$ cat config.mk
export PLATFORM = sky130hd
export DESIGN_NAME = mlp
export DESIGN_NICKNAME = d
export VERILOG_FILES = /design/src/rtl/mlp.sv
export SDC_FILE = /design/constraint.sdc
export NUM_CORES = 2
export LEC_CHECK = 0
export ABC_AREA = 1
export CAP_MARGIN = 20
export CORE_ASPECT_RATIO = 1.2
export CORE_UTILIZATION = 50
export DETAILED_ROUTE_END_ITERATION = 16
export PLACE_DENSITY = 0.69
export SLEW_MARGIN = 20
export SYNTH_ARGS = -nofsm -noshare
export SYNTH_HDL_FRONTEND = slang
export SYNTH_SLANG_ARGS = --single-unit
$ cat constraint.sdc
create_clock -name clk -period 14.8 [get_ports clk]
set_input_delay 1.48 -clock clk [delete_from_list [all_inputs] [get_ports clk]]
set_output_delay 1.48 -clock clk [all_outputs]
set_load 0.01 [all_outputs]
$ cat src/rtl/mlp.sv
// Small fixed-point multilayer perceptron: one ReLU hidden layer and one
// linear output layer. A register port loads the inputs and weights, starts
// a run and reads back results. All arithmetic is signed Q8.8.
//
// Register write handshake: a write is taken on every rising clk edge where
// write_en is high. There is no back-pressure. readdata is registered. It
// always shows the value for the addr sampled on the previous edge.
module mlp #(
  parameter int N_INPUTS  = 2,
  parameter int N_HIDDEN  = 4,
  parameter int N_OUTPUT  = 1,
  parameter int IN_WIDTH  = 16,
  parameter int WGT_WIDTH = 16,
  parameter int MAC_WIDTH = 32,
  parameter int OUT_WIDTH = 16
) (
  input  logic        clk,
  input  logic        rst,
  input  logic        write_en,
  input  logic [1:0]  addr,
  input  logic [31:0] writedata,
  output logic [31:0] readdata,
  output logic        irq,
  output logic [2:0]  dbg_state
);

  localparam int HW_N = N_HIDDEN * (N_INPUTS + 1);
  localparam int OW_N = N_OUTPUT * (N_HIDDEN + 1);
  localparam int IPW  = (N_INPUTS > 1) ? $clog2(N_INPUTS) : 1;
  localparam int HPW  = (HW_N > 1) ? $clog2(HW_N) : 1;
  localparam int OPW  = (OW_N > 1) ? $clog2(OW_N) : 1;
  localparam int HIW  = (N_HIDDEN > 1) ? $clog2(N_HIDDEN) : 1;
  localparam int OIW  = (N_OUTPUT > 1) ? $clog2(N_OUTPUT) : 1;
  localparam int MAXF = (N_INPUTS > N_HIDDEN) ? N_INPUTS : N_HIDDEN;
  localparam int MAXN = (N_HIDDEN > N_OUTPUT) ? N_HIDDEN : N_OUTPUT;
  localparam int CW   = $clog2(MAXF + 1);
  localparam int NW   = $clog2(MAXN + 1);
  localparam int AW   = (IN_WIDTH > OUT_WIDTH) ? IN_WIDTH : OUT_WIDTH;
  localparam int PW   = AW + WGT_WIDTH;

  localparam logic signed [MAC_WIDTH-1:0] SAT_MAX =
    {{(MAC_WIDTH-OUT_WIDTH+1){1'b0}}, {(OUT_WIDTH-1){1'b1}}};
  localparam logic signed [MAC_WIDTH-1:0] SAT_MIN =
    {{(MAC_WIDTH-OUT_WIDTH+1){1'b1}}, {(OUT_WIDTH-1){1'b0}}};

  typedef enum logic [2:0] {
    S_IDLE    = 3'd0,
    S_HID_MAC = 3'd1,
    S_HID_ACT = 3'd2,
    S_OUT_MAC = 3'd3,
    S_OUT_ACT = 3'd4,
    S_FIN     = 3'd5
  } state_t;

  state_t state_q, state_d;

  // Storage
  logic signed [IN_WIDTH-1:0]  x_q   [N_INPUTS];
  logic signed [WGT_WIDTH-1:0] hw_q  [HW_N];
  logic signed [WGT_WIDTH-1:0] ow_q  [OW_N];
  logic signed [OUT_WIDTH-1:0] hid_q [N_HIDDEN];
  logic signed [OUT_WIDTH-1:0] out_q [N_OUTPUT];

  logic [IPW-1:0] in_ptr_q;
  logic [HPW-1:0] hw_ptr_q;
  logic [OPW-1:0] ow_ptr_q;
  logic           layer_sel_q;
  logic [3:0]     out_sel_q;
  logic           done_q;
  logic [31:0]    rdata_q;
  logic [CW-1:0]  idx_q;
  logic [NW-1:0]  neu_q;
  logic signed [MAC_WIDTH-1:0] acc_q;

  // FSM outputs
  logic busy, mac_en, act_en, act_hidden, fin_en;

  // Register-port decode
  logic wr_ctrl, wr_in, wr_w, start;
  logic unused_wd;

  assign wr_ctrl   = write_en && (addr == 2'd0);
  assign wr_in     = write_en && (addr == 2'd1) && !busy;
  assign wr_w      = write_en && (addr == 2'd2) && !busy;
  assign start     = wr_ctrl && writedata[0] && !busy;
  assign unused_wd = ^writedata;

  // Datapath operand selection and arithmetic
  logic [HPW-1:0] hw_sel;
  logic [OPW-1:0] ow_sel;
  logic [IPW-1:0] x_sel;
  logic [HIW-1:0] h_sel;
  logic signed [WGT_WIDTH-1:0] w_op;
  logic signed [AW-1:0]        x_op;
  logic signed [PW-1:0]        prod;
  logic signed [MAC_WIDTH-1:0] bias_acc, mac_sum, act_v;
  logic signed [OUT_WIDTH-1:0] act_sat, act_res;
  logic mac_last, neu_last;

  // Pick bias/weight and input for the current MAC step, then saturate for ACT
  always_comb begin
    hw_sel   = HPW'(int'(neu_q) * (N_INPUTS + 1) + int'(idx_q));
    ow_sel   = OPW'(int'(neu_q) * (N_HIDDEN + 1) + int'(idx_q));
    x_sel    = IPW'(int'(idx_q) - 1);
    h_sel    = HIW'(int'(idx_q) - 1);
    w_op     = (state_q == S_OUT_MAC) ? ow_q[ow_sel] : hw_q[hw_sel];
    x_op     = (state_q == S_OUT_MAC) ? AW'(hid_q[h_sel]) : AW'(x_q[x_sel]);
    prod     = w_op * x_op;
    bias_acc = MAC_WIDTH'(w_op) <<< 8;
    mac_sum  = acc_q + MAC_WIDTH'(prod);
    act_v    = acc_q >>> 8;
    if (act_v > SAT_MAX)      act_sat = {1'b0, {(OUT_WIDTH-1){1'b1}}};
    else if (act_v < SAT_MIN) act_sat = {1'b1, {(OUT_WIDTH-1){1'b0}}};
    else                      act_sat = act_v[OUT_WIDTH-1:0];
    act_res  = (act_hidden && act_sat[OUT_WIDTH-1]) ? '0 : act_sat;
    mac_last = (state_q == S_HID_MAC) ? (idx_q == CW'(N_INPUTS))
                                      : (idx_q == CW'(N_HIDDEN));
    neu_last = (state_q == S_HID_ACT) ? (neu_q == NW'(N_HIDDEN - 1))
                                      : (neu_q == NW'(N_OUTPUT - 1));
  end

  // FSM state register
  always_ff @(posedge clk or posedge rst) begin
    if (rst) state_q <= S_IDLE;
    else     state_q <= state_d;
  end

  // FSM next state: per neuron a MAC pass (bias + fanin steps) then one ACT step
  always_comb begin
    state_d = state_q;
    unique case (state_q)
      S_IDLE:    if (start) state_d = S_HID_MAC;
      S_HID_MAC: if (mac_last) state_d = S_HID_ACT;
      S_HID_ACT: state_d = neu_last ? S_OUT_MAC : S_HID_MAC;
      S_OUT_MAC: if (mac_last) state_d = S_OUT_ACT;
      S_OUT_ACT: state_d = neu_last ? S_FIN : S_OUT_MAC;
      S_FIN:     state_d = S_IDLE;
      default:   state_d = S_IDLE;
    endcase
  end

  // FSM outputs decoded from the current state
  always_comb begin
    busy       = (state_q != S_IDLE);
    mac_en     = (state_q == S_HID_MAC) || (state_q == S_OUT_MAC);
    act_en     = (state_q == S_HID_ACT) || (state_q == S_OUT_ACT);
    act_hidden = (state_q == S_HID_ACT);
    fin_en     = (state_q == S_FIN);
  end

  // Control registers and pointers
  always_ff @(posedge clk or posedge rst) begin
    if (rst) begin
      in_ptr_q    <= '0;
      hw_ptr_q    <= '0;
      ow_ptr_q    <= '0;
      layer_sel_q <= 1'b0;
      out_sel_q   <= '0;
      done_q      <= 1'b0;
    end else begin
      if (wr_ctrl) begin
        out_sel_q <= writedata[7:4];
        if (!busy) begin
          in_ptr_q    <= '0;
          hw_ptr_q    <= '0;
          ow_ptr_q    <= '0;
          layer_sel_q <= writedata[3];
          done_q      <= 1'b0;
        end
      end
      if (wr_in)
        in_ptr_q <= (in_ptr_q == IPW'(N_INPUTS - 1)) ? '0 : in_ptr_q + 1'b1;
      if (wr_w && !layer_sel_q)
        hw_ptr_q <= (hw_ptr_q == HPW'(HW_N - 1)) ? '0 : hw_ptr_q + 1'b1;
      if (wr_w && layer_sel_q)
        ow_ptr_q <= (ow_ptr_q == OPW'(OW_N - 1)) ? '0 : ow_ptr_q + 1'b1;
      if (fin_en)
        done_q <= 1'b1;
    end
  end

  // Input and weight storage written through the register port
  always_ff @(posedge clk or posedge rst) begin
    if (rst) begin
      for (int i = 0; i < N_INPUTS; i++) x_q[i]  <= '0;
      for (int i = 0; i < HW_N; i++)     hw_q[i] <= '0;
      for (int i = 0; i < OW_N; i++)     ow_q[i] <= '0;
    end else begin
      if (wr_in)
        x_q[in_ptr_q] <= writedata[IN_WIDTH-1:0];
      if (wr_w && !layer_sel_q)
        hw_q[hw_ptr_q] <= writedata[WGT_WIDTH-1:0];
      if (wr_w && layer_sel_q)
        ow_q[ow_ptr_q] <= writedata[WGT_WIDTH-1:0];
    end
  end

  // MAC accumulator, step/neuron counters and activation storage
  always_ff @(posedge clk or posedge rst) begin
    if (rst) begin
      acc_q <= '0;
      idx_q <= '0;
      neu_q <= '0;
      for (int i = 0; i < N_HIDDEN; i++) hid_q[i] <= '0;
      for (int i = 0; i < N_OUTPUT; i++) out_q[i] <= '0;
    end else begin
      if (start) begin
        idx_q <= '0;
        neu_q <= '0;
      end
      if (mac_en) begin
        acc_q <= (idx_q == '0) ? bias_acc : mac_sum;
        idx_q <= idx_q + 1'b1;
      end
      if (act_en) begin
        idx_q <= '0;
        neu_q <= neu_last ? '0 : neu_q + 1'b1;
        if (act_hidden) hid_q[HIW'(neu_q)] <= act_res;
        else            out_q[OIW'(neu_q)] <= act_res;
      end
    end
  end

  // Registered read mux; out-of-range OUT_SEL reads as zero
  always_ff @(posedge clk or posedge rst) begin
    if (rst) begin
      rdata_q <= '0;
    end else begin
      unique case (addr)
        2'd0:    rdata_q <= {24'd0, out_sel_q, layer_sel_q, busy, done_q, 1'b0};
        2'd3:    rdata_q <= (int'(out_sel_q) < N_OUTPUT) ? 32'(out_q[OIW'(out_sel_q)]) : 32'd0;
        default: rdata_q <= 32'd0;
      endcase
    end
  end

  assign readdata  = rdata_q;
  assign irq       = done_q;
  assign dbg_state = state_q;

endmodule

======== After elaboration in Yosys (flattened, before gate mapping) ========
Cells that the tools add are included.
word-level totals
  bits in latches ......................... 0
  ROM bits ................................ 0
  output and inout port bits .............. 36
  bits in writable memories ............... 0
  input bits .............................. 37
  register bits ........................... 471
  word-level logic and storage cells ...... 194
  memories kept ........................... 0
operators by class
  bitwise logic cells ..................... 10
  muxes and demuxes ....................... 61
  order comparisons ....................... 18
  equal/unequal tests ..................... 20
  reductions and logical operators ........ 38
  multipliers ............................. 3
  add/subtract/negate cells ............... 9
  shifts and indexed selects .............. 0
  div/mod/pow operators ................... 0
operator list
  cell                                                          number
  two-way mux 16 bit                                            20
  bitwise mux 192 bit                                           1
  bitwise mux 80 bit                                            1
  binary-select mux 16 bit (select 4 bit)                       1
  bitwise mux 64 bit                                            1
  demux 16 bit (select 4 bit)                                   1
  two-way mux 32 bit                                            2
  one-hot mux 32 bit (2 select lines)                           1
  binary-select mux 16 bit (select 3 bit)                       1
  demux 16 bit (select 3 bit)                                   1
  two-way mux 3 bit                                             13
  adder 32 bit                                                  1
  binary-select mux 16 bit (select 2 bit)                       1
  bitwise mux 32 bit                                            1
  demux 16 bit (select 2 bit)                                   1
  multiplier 16 x 16 -> 32 bit                                  1
  > comparator 24 x 16 -> 1 bit, second input constant          1
  less-than comparator 24 x 16 -> 1 bit, second input constant  1
  bitwise mux 16 bit                                            1
  demux 16 bit (select 1 bit)                                   1
  two-way mux 4 bit                                             4
  logical AND 1 bit                                             15
  one-hot mux 3 bit (5 select lines)                            1
  AND reduction 2 bit                                           7
  other kinds (40)                                              80

======== Longest topological paths before layout ========
  depth in word-level cells ............... 10
  depth in mapped cells ................... 40
  mapped depth without buffers ............ 39

======== Worst setup path before layout ========
Ideal clock, no wire load.
  path type ............................... register -> register
  start point ............................. register neu_q[0]
  end point ............................... register acc_q[30]
  setup slack ............................. 7.326 ns
  path buffers ............................ 2
  stages on the path, launching flop included .. 33
  clock period less this slack ............ 7.474 ns
  required time ........................... 14.674 ns
  setup time .............................. 0.126 ns
  arrival time ............................ 7.348 ns
  cells stage by stage .................... dfrtp_1 > fa_1 > ha_1 > inv_1 > fa_1 > clkbuf_1 > nand3_1 > nand3_1 > nand2_1 > nand2_1 > buf_4 > nor2_1 > fa_1 > inv_1 > fa_1 > inv_1 > fa_1 > inv_1 > fa_1 > inv_1 > fa_1 > inv_1 > fa_1 > inv_1 > ha_1 > inv_1 > nor3_1 > nand2_1 > o211a_1 > nand2_1 > nand2_1 > nand3_1 > nand3_1
on the way
  cells in the longest elaborated chain, start to end .. 10
  elaborated cells on any way between the ends .. 16
  those cells by class .................... add/sub (3); mul (3); mux (8); bitwise (2)
RTL lines
  what                                                                                                line      source
  start, declared                                                                                     72        logic [NW-1:0] neu_q;
  start signal, assigned                                                                              217       neu_q <= neu_last ? '0 : neu_q + 1'b1;
  multiplier 3 x 2 -> 4 bit or multiplier 3 x 3 -> 3 bit (tied branches)                              102, 103
  adder 4 x 3 -> 4 bit or adder 3 bit (tied branches)                                                 102, 103
  NOT 4 -> 5 bit (not written as such) or NOT 3 -> 4 bit (tied branches)                              106       w_op = (state_q == S_OUT_MAC) ? ow_q[ow_sel] : hw_q[hw_sel];
  binary-select mux 16 bit (select 4 bit) or binary-select mux 16 bit (select 3 bit) (tied branches)  106
  two-way mux 16 bit (not written as such) (2 in a row)                                               106
  two-way mux 16 bit (*)                                                                              106
  multiplier 16 x 16 -> 32 bit                                                                        108       prod = w_op * x_op;
  adder 32 bit                                                                                        110       mac_sum = acc_q + MAC_WIDTH'(prod);
  two-way mux 32 bit (*)                                                                              212       acc_q <= (idx_q == '0) ? bias_acc : mac_sum;
  end signal, assigned                                                                                212
  end, declared                                                                                       73        logic signed [MAC_WIDTH-1:0] acc_q;
Mark *: on every way between the ends. The rest lies on a longest branch, timed or not. The select of a mux whose other input is x is not followed.
A chain may end at the register's enable or synchronous reset.

======== Final worst setup path ========
  start point ............................. register neu_q[0]
  end point ............................... register acc_q[22]
Same word-level chain as after synthesis.

==> run summary <==
The run finished with clean final reports. The count of pins on the block boundary is 73. The area of the die is 65000 sq um. After detailed routing, the average wire length per cell comes to 18.7 um.

The share of layout cells above drive strength 1 came out at 5.59%. The synthesized netlist occupies a cell area of 32000 sq um. The endpoint identified for the worst register-to-register timing path is acc_q[22]$_DFFE_PP0N_.

The worst reg2reg path depth is 32. The buffer depth of the longest clock path came out at 3. The path with the worst hold slack has its endpoint at hid_q[31]$_DFFE_PP0P_. The worst setup path is captured at a register. TritonCTS built the clock tree. The die extent in y came out at 279 um. The width of the die is 233 um. The critical setup path kind is reg -> reg.

The synthesis warning total came out at 0. The clock transition at the register clock pins on the worst setup and hold paths after CTS came out at 60 ps. The final layout contains routed wiring with a total length of 85.5 mm. Among all flip-flop cells after synthesis, the most frequent one is sky130_fd_sc_hd__dfrtp_1. The post-route setup TNS came out at 0 ps. The antenna diode instance count is 0. Global routing consumed, over all layers together, 27.1% of the routing resources. The growth of design area from synthesis to finish came out at 7.52%.

Counting flops and latches in the post-synthesis netlist gives 455. The total overflow left after global routing is 0. The standard cell core area came out at 63300 sq um. In the final design database the tool counted 4166 nets. Data arrives at the worst endpoint at 10270 ps. The startpoint identified for the worst register-to-register timing path is neu_q[0]$_DFFE_PP0P_.

The hold-critical path depth came out at 2. Counting flops with an async set or reset pin after synthesis yields a share of 100%. The number of DRC markers after the initial detailed-route iteration is 2055.

The largest fanout of any net on the critical path is 30. The starting utilization of the core area came out at 50.5%. The fmax came out at 0.102 GHz. Between clock sinks in the finished design, the worst skew comes to 28.4 ps. The final estimated routing congestion in global placement is 0.987. The worst slew margin relative to its limit came out at 29.9%. The latest clock arrival within the worst-skew pair came out at 600 ps. The number of nets with antenna violations after routing is 0. The slowest stage cell on the critical path is sky130_fd_sc_hd__clkinv_1. The number of antenna violations at the first check in global routing is 0.

After detailed routing, the number of remaining DRC violations is 0. The number of sinks handled by clock tree synthesis is 455. The number of iterations in the first detailed-routing pass is 6. The number of global-route vias before repair was 24990.

The maximum level of the CTS H-tree came out at 2. The required time of the worst setup path is 15230 ps. The worst setup path is launched from a register.

Entering global routing, the biggest net connects 131 pins. The cell count after synthesis came out at 3790. Summing the sequential cell areas from Yosys gives 35.6% of the chip area. The minimum clock period is 9840 ps. The tree is rooted in a sky130_fd_sc_hd__clkbuf_16.

The final hold violation count came out at 0. The cell occurring most often along the worst timing path is sky130_fd_sc_hd__fa_1. The number of maximum-capacitance constraint violations came out at 0.

Each instance of the synthesized netlist takes up on average 8.44 sq um. Counting every net in the synthesized netlist gives 4241. The quantity of I/O buffers inserted on ports came out at 56. The total via count in the routed design is 25402. The total clock buffers created by CTS came out at 47.

The post-CTS setup buffer count is 0. In this design, the stage delay of the slowest critical-path cell is 740 ps. Setup repair after global routing left no endpoint under its margin.

The number of core rows is 101. Synthesis instantiated 61 different standard cells from the library. The post-cts sizing count is 0. Yosys mapped a number of flops with a built-in enable equal to 0. The slew at the pin closest to its max-slew limit is 1050 ps. The share of the clock period used by the worst path after layout is 66.5%. The worst hold path begins at hid_q[31]$_DFFE_PP0P_. Setup violations remaining at the end of the flow were counted as 0.

The final number of max-transition violations is 0. The class of the tightest hold or removal check is reg -> reg. Using the TritonRoute via totals, the vias-per-cell ratio works out to 5.55. The number of inserted filler cells in the final layout is 5924. The global-route wire length before repair is 137 mm. The post-cts hold buffer count came out at 0. Detailed placement ended at an HPWL of 60.7 mm. The setup slack on the worst flop-to-flop path came out at 4960 ps.
==> kinds of logic after synthesis <==
group	Yosys count	synth area share, %
AO/OA/AOI/OAI	762	13.2
XOR/XNOR	16	0.461
adder cells (fa/ha/maj)	414	23.1
multiplexers	2	0.0626
AND/OR/NAND/NOR	1426	18.0
flip-flops	455	35.6
buffers and inverters	715	9.55
==> registers in the layout, indices dropped and copies added (netlist names), 3 cells and up <==
register   flops
x_q           32
dbg_state      3
hw_ptr_q       4
out_q         16
neu_q          3
acc_q         32
readdata      16
out_sel_q      4
ow_ptr_q       3
ow_q          80
hw_q         192
hid_q         64
idx_q          3
==> synthesized netlist by cell type, drive strengths merged (2+ instances only) <==
library cell / count / share of area, %
nor2: 299 / 3.7
o21bai: 8 / 0.20
nor4: 4 / 0.098
nand4: 12 / 0.23
xor2: 7 / 0.22
ha: 119 / 4.7
a22o: 5 / 0.14
nand2: 926 / 11
o22ai: 20 / 0.39
dfrtp: 455 / 36
o211ai: 16 / 0.50
o31ai: 2 / 0.063
a221o: 2 / 0.063
or2: 5 / 0.098
inv: 496 / 5.8
clkbuf: 77 / 0.90
o221ai: 6 / 0.16
nor3: 10 / 0.19
nand3: 163 / 2.6
buf: 141 / 2.8
and2: 3 / 0.059
a21boi: 2 / 0.047
a21o: 2 / 0.047
a21oi: 127 / 2.0
and3: 2 / 0.039
a221oi: 3 / 0.082
mux2i: 2 / 0.063
a32o: 18 / 0.56
xnor2: 9 / 0.25
a22oi: 13 / 0.31
fa: 295 / 18
o21ai: 533 / 8.5
==> per-stage QoR <==
| stage | area [sq um] | util [%] | std cells | worst slack, ps | hold slack (ps) |
|---|---|---|---|---|---|
| 2_1_floorplan | 32000 | - | 3790 | 636 | 431 |
| 3_3_place_gp | 32700 | 51.7 | 4489 | 5120 | 447 |
| 3_5_place_dp | 32700 | 51.7 | 4489 | 5170 | 458 |
| 4_1_cts | 34400 | 54.3 | 4577 | 5080 | 475 |
| 5_1_grt | 34400 | 54.3 | 4578 | 4660 | 496 |
| 6_report | 34400 | 54.3 | 4578 | 4960 | 474 |
==> cell usage in the layout, fill, tap and decap left out, types with 9 or more instances in the layout <==
master | netlist | layout
sky130_fd_sc_hd__buf_4 | 37 | 37
sky130_fd_sc_hd__nand3_1 | 157 | 155
sky130_fd_sc_hd__clkbuf_16 | 0 | 48
sky130_fd_sc_hd__fa_1 | 295 | 295
sky130_fd_sc_hd__nor2_2 | 16 | 16
sky130_fd_sc_hd__nand4_1 | 12 | 12
sky130_fd_sc_hd__inv_2 | 19 | 18
sky130_fd_sc_hd__nor2_1 | 281 | 281
sky130_fd_sc_hd__nand2_2 | 8 | 10
sky130_fd_sc_hd__o21ai_2 | 12 | 14
sky130_fd_sc_hd__clkdlybuf4s50_1 | 0 | 56
sky130_fd_sc_hd__clkbuf_1 | 77 | 11
sky130_fd_sc_hd__clkbuf_8 | 0 | 12
sky130_fd_sc_hd__dfrtp_1 | 455 | 455
sky130_fd_sc_hd__a32o_1 | 18 | 18
sky130_fd_sc_hd__a21oi_1 | 124 | 124
sky130_fd_sc_hd__o21ai_0 | 320 | 320
sky130_fd_sc_hd__o21ai_1 | 201 | 199
sky130_fd_sc_hd__a22oi_1 | 13 | 13
sky130_fd_sc_hd__inv_1 | 474 | 473
sky130_fd_sc_hd__clkinv_2 | 0 | 9
sky130_fd_sc_hd__o22ai_1 | 20 | 20
sky130_fd_sc_hd__nand2_1 | 917 | 915
sky130_fd_sc_hd__xnor2_1 | 9 | 9
sky130_fd_sc_hd__ha_1 | 119 | 118
==> routing by layer <==
layer / share of wire [%] / GRT usage (%) / wire length (um)
met3: 5.9 / 3.37 / 5050
met4: 4.1 / 11.0 / 3480
met2: 49 / 45.7 / 42100
met5: 0 / 0 / 0
met1: 41 / 35.4 / 34800
==> worst max-delay path, delay by kind of cell (launching register included) <==
family | cells | cell delay [ps]
buffers and inverters | 8 | 1870
AND/OR/NAND/NOR | 10 | 1830
flip-flops | 1 | 510
adder cells (fa/ha/maj) | 10 | 4600
AO/OA/AOI/OAI | 4 | 870
==> worst max path at each step <==
stage	to	cells past startpoint	startpoint	slack, ps
4_1_cts	acc_q[22]$_DFFE_PP0N_	32	neu_q[0]$_DFFE_PP0P_	5080
6_report	acc_q[22]$_DFFE_PP0N_	32	neu_q[0]$_DFFE_PP0P_	4960
3_3_place_gp	acc_q[22]$_DFFE_PP0N_	32	neu_q[0]$_DFFE_PP0P_	5120
2_1_floorplan	acc_q[0]$_DFFE_PP0N_	1	rst	640
3_5_place_dp	acc_q[22]$_DFFE_PP0N_	32	neu_q[0]$_DFFE_PP0P_	5170
5_1_grt	acc_q[20]$_DFFE_PP0N_	35	idx_q[0]$_DFFE_PP0P_	4660
==> cell type report <==
type	count	area [sq um]	share of cell area (%)
Tap cell	824	1030	3.00
Clock inverter	17	253	0.735
Multi-Input combinational cell	2620	17600	51.1
Inverter	497	1880	5.47
Clock buffer	71	1410	4.09
Sequential cell	455	11400	33.1
Timing Repair Buffer	94	853	2.48
Power is not shown: default switching activity piles up to over one toggle a cycle in this logic, so the estimate is an artifact.
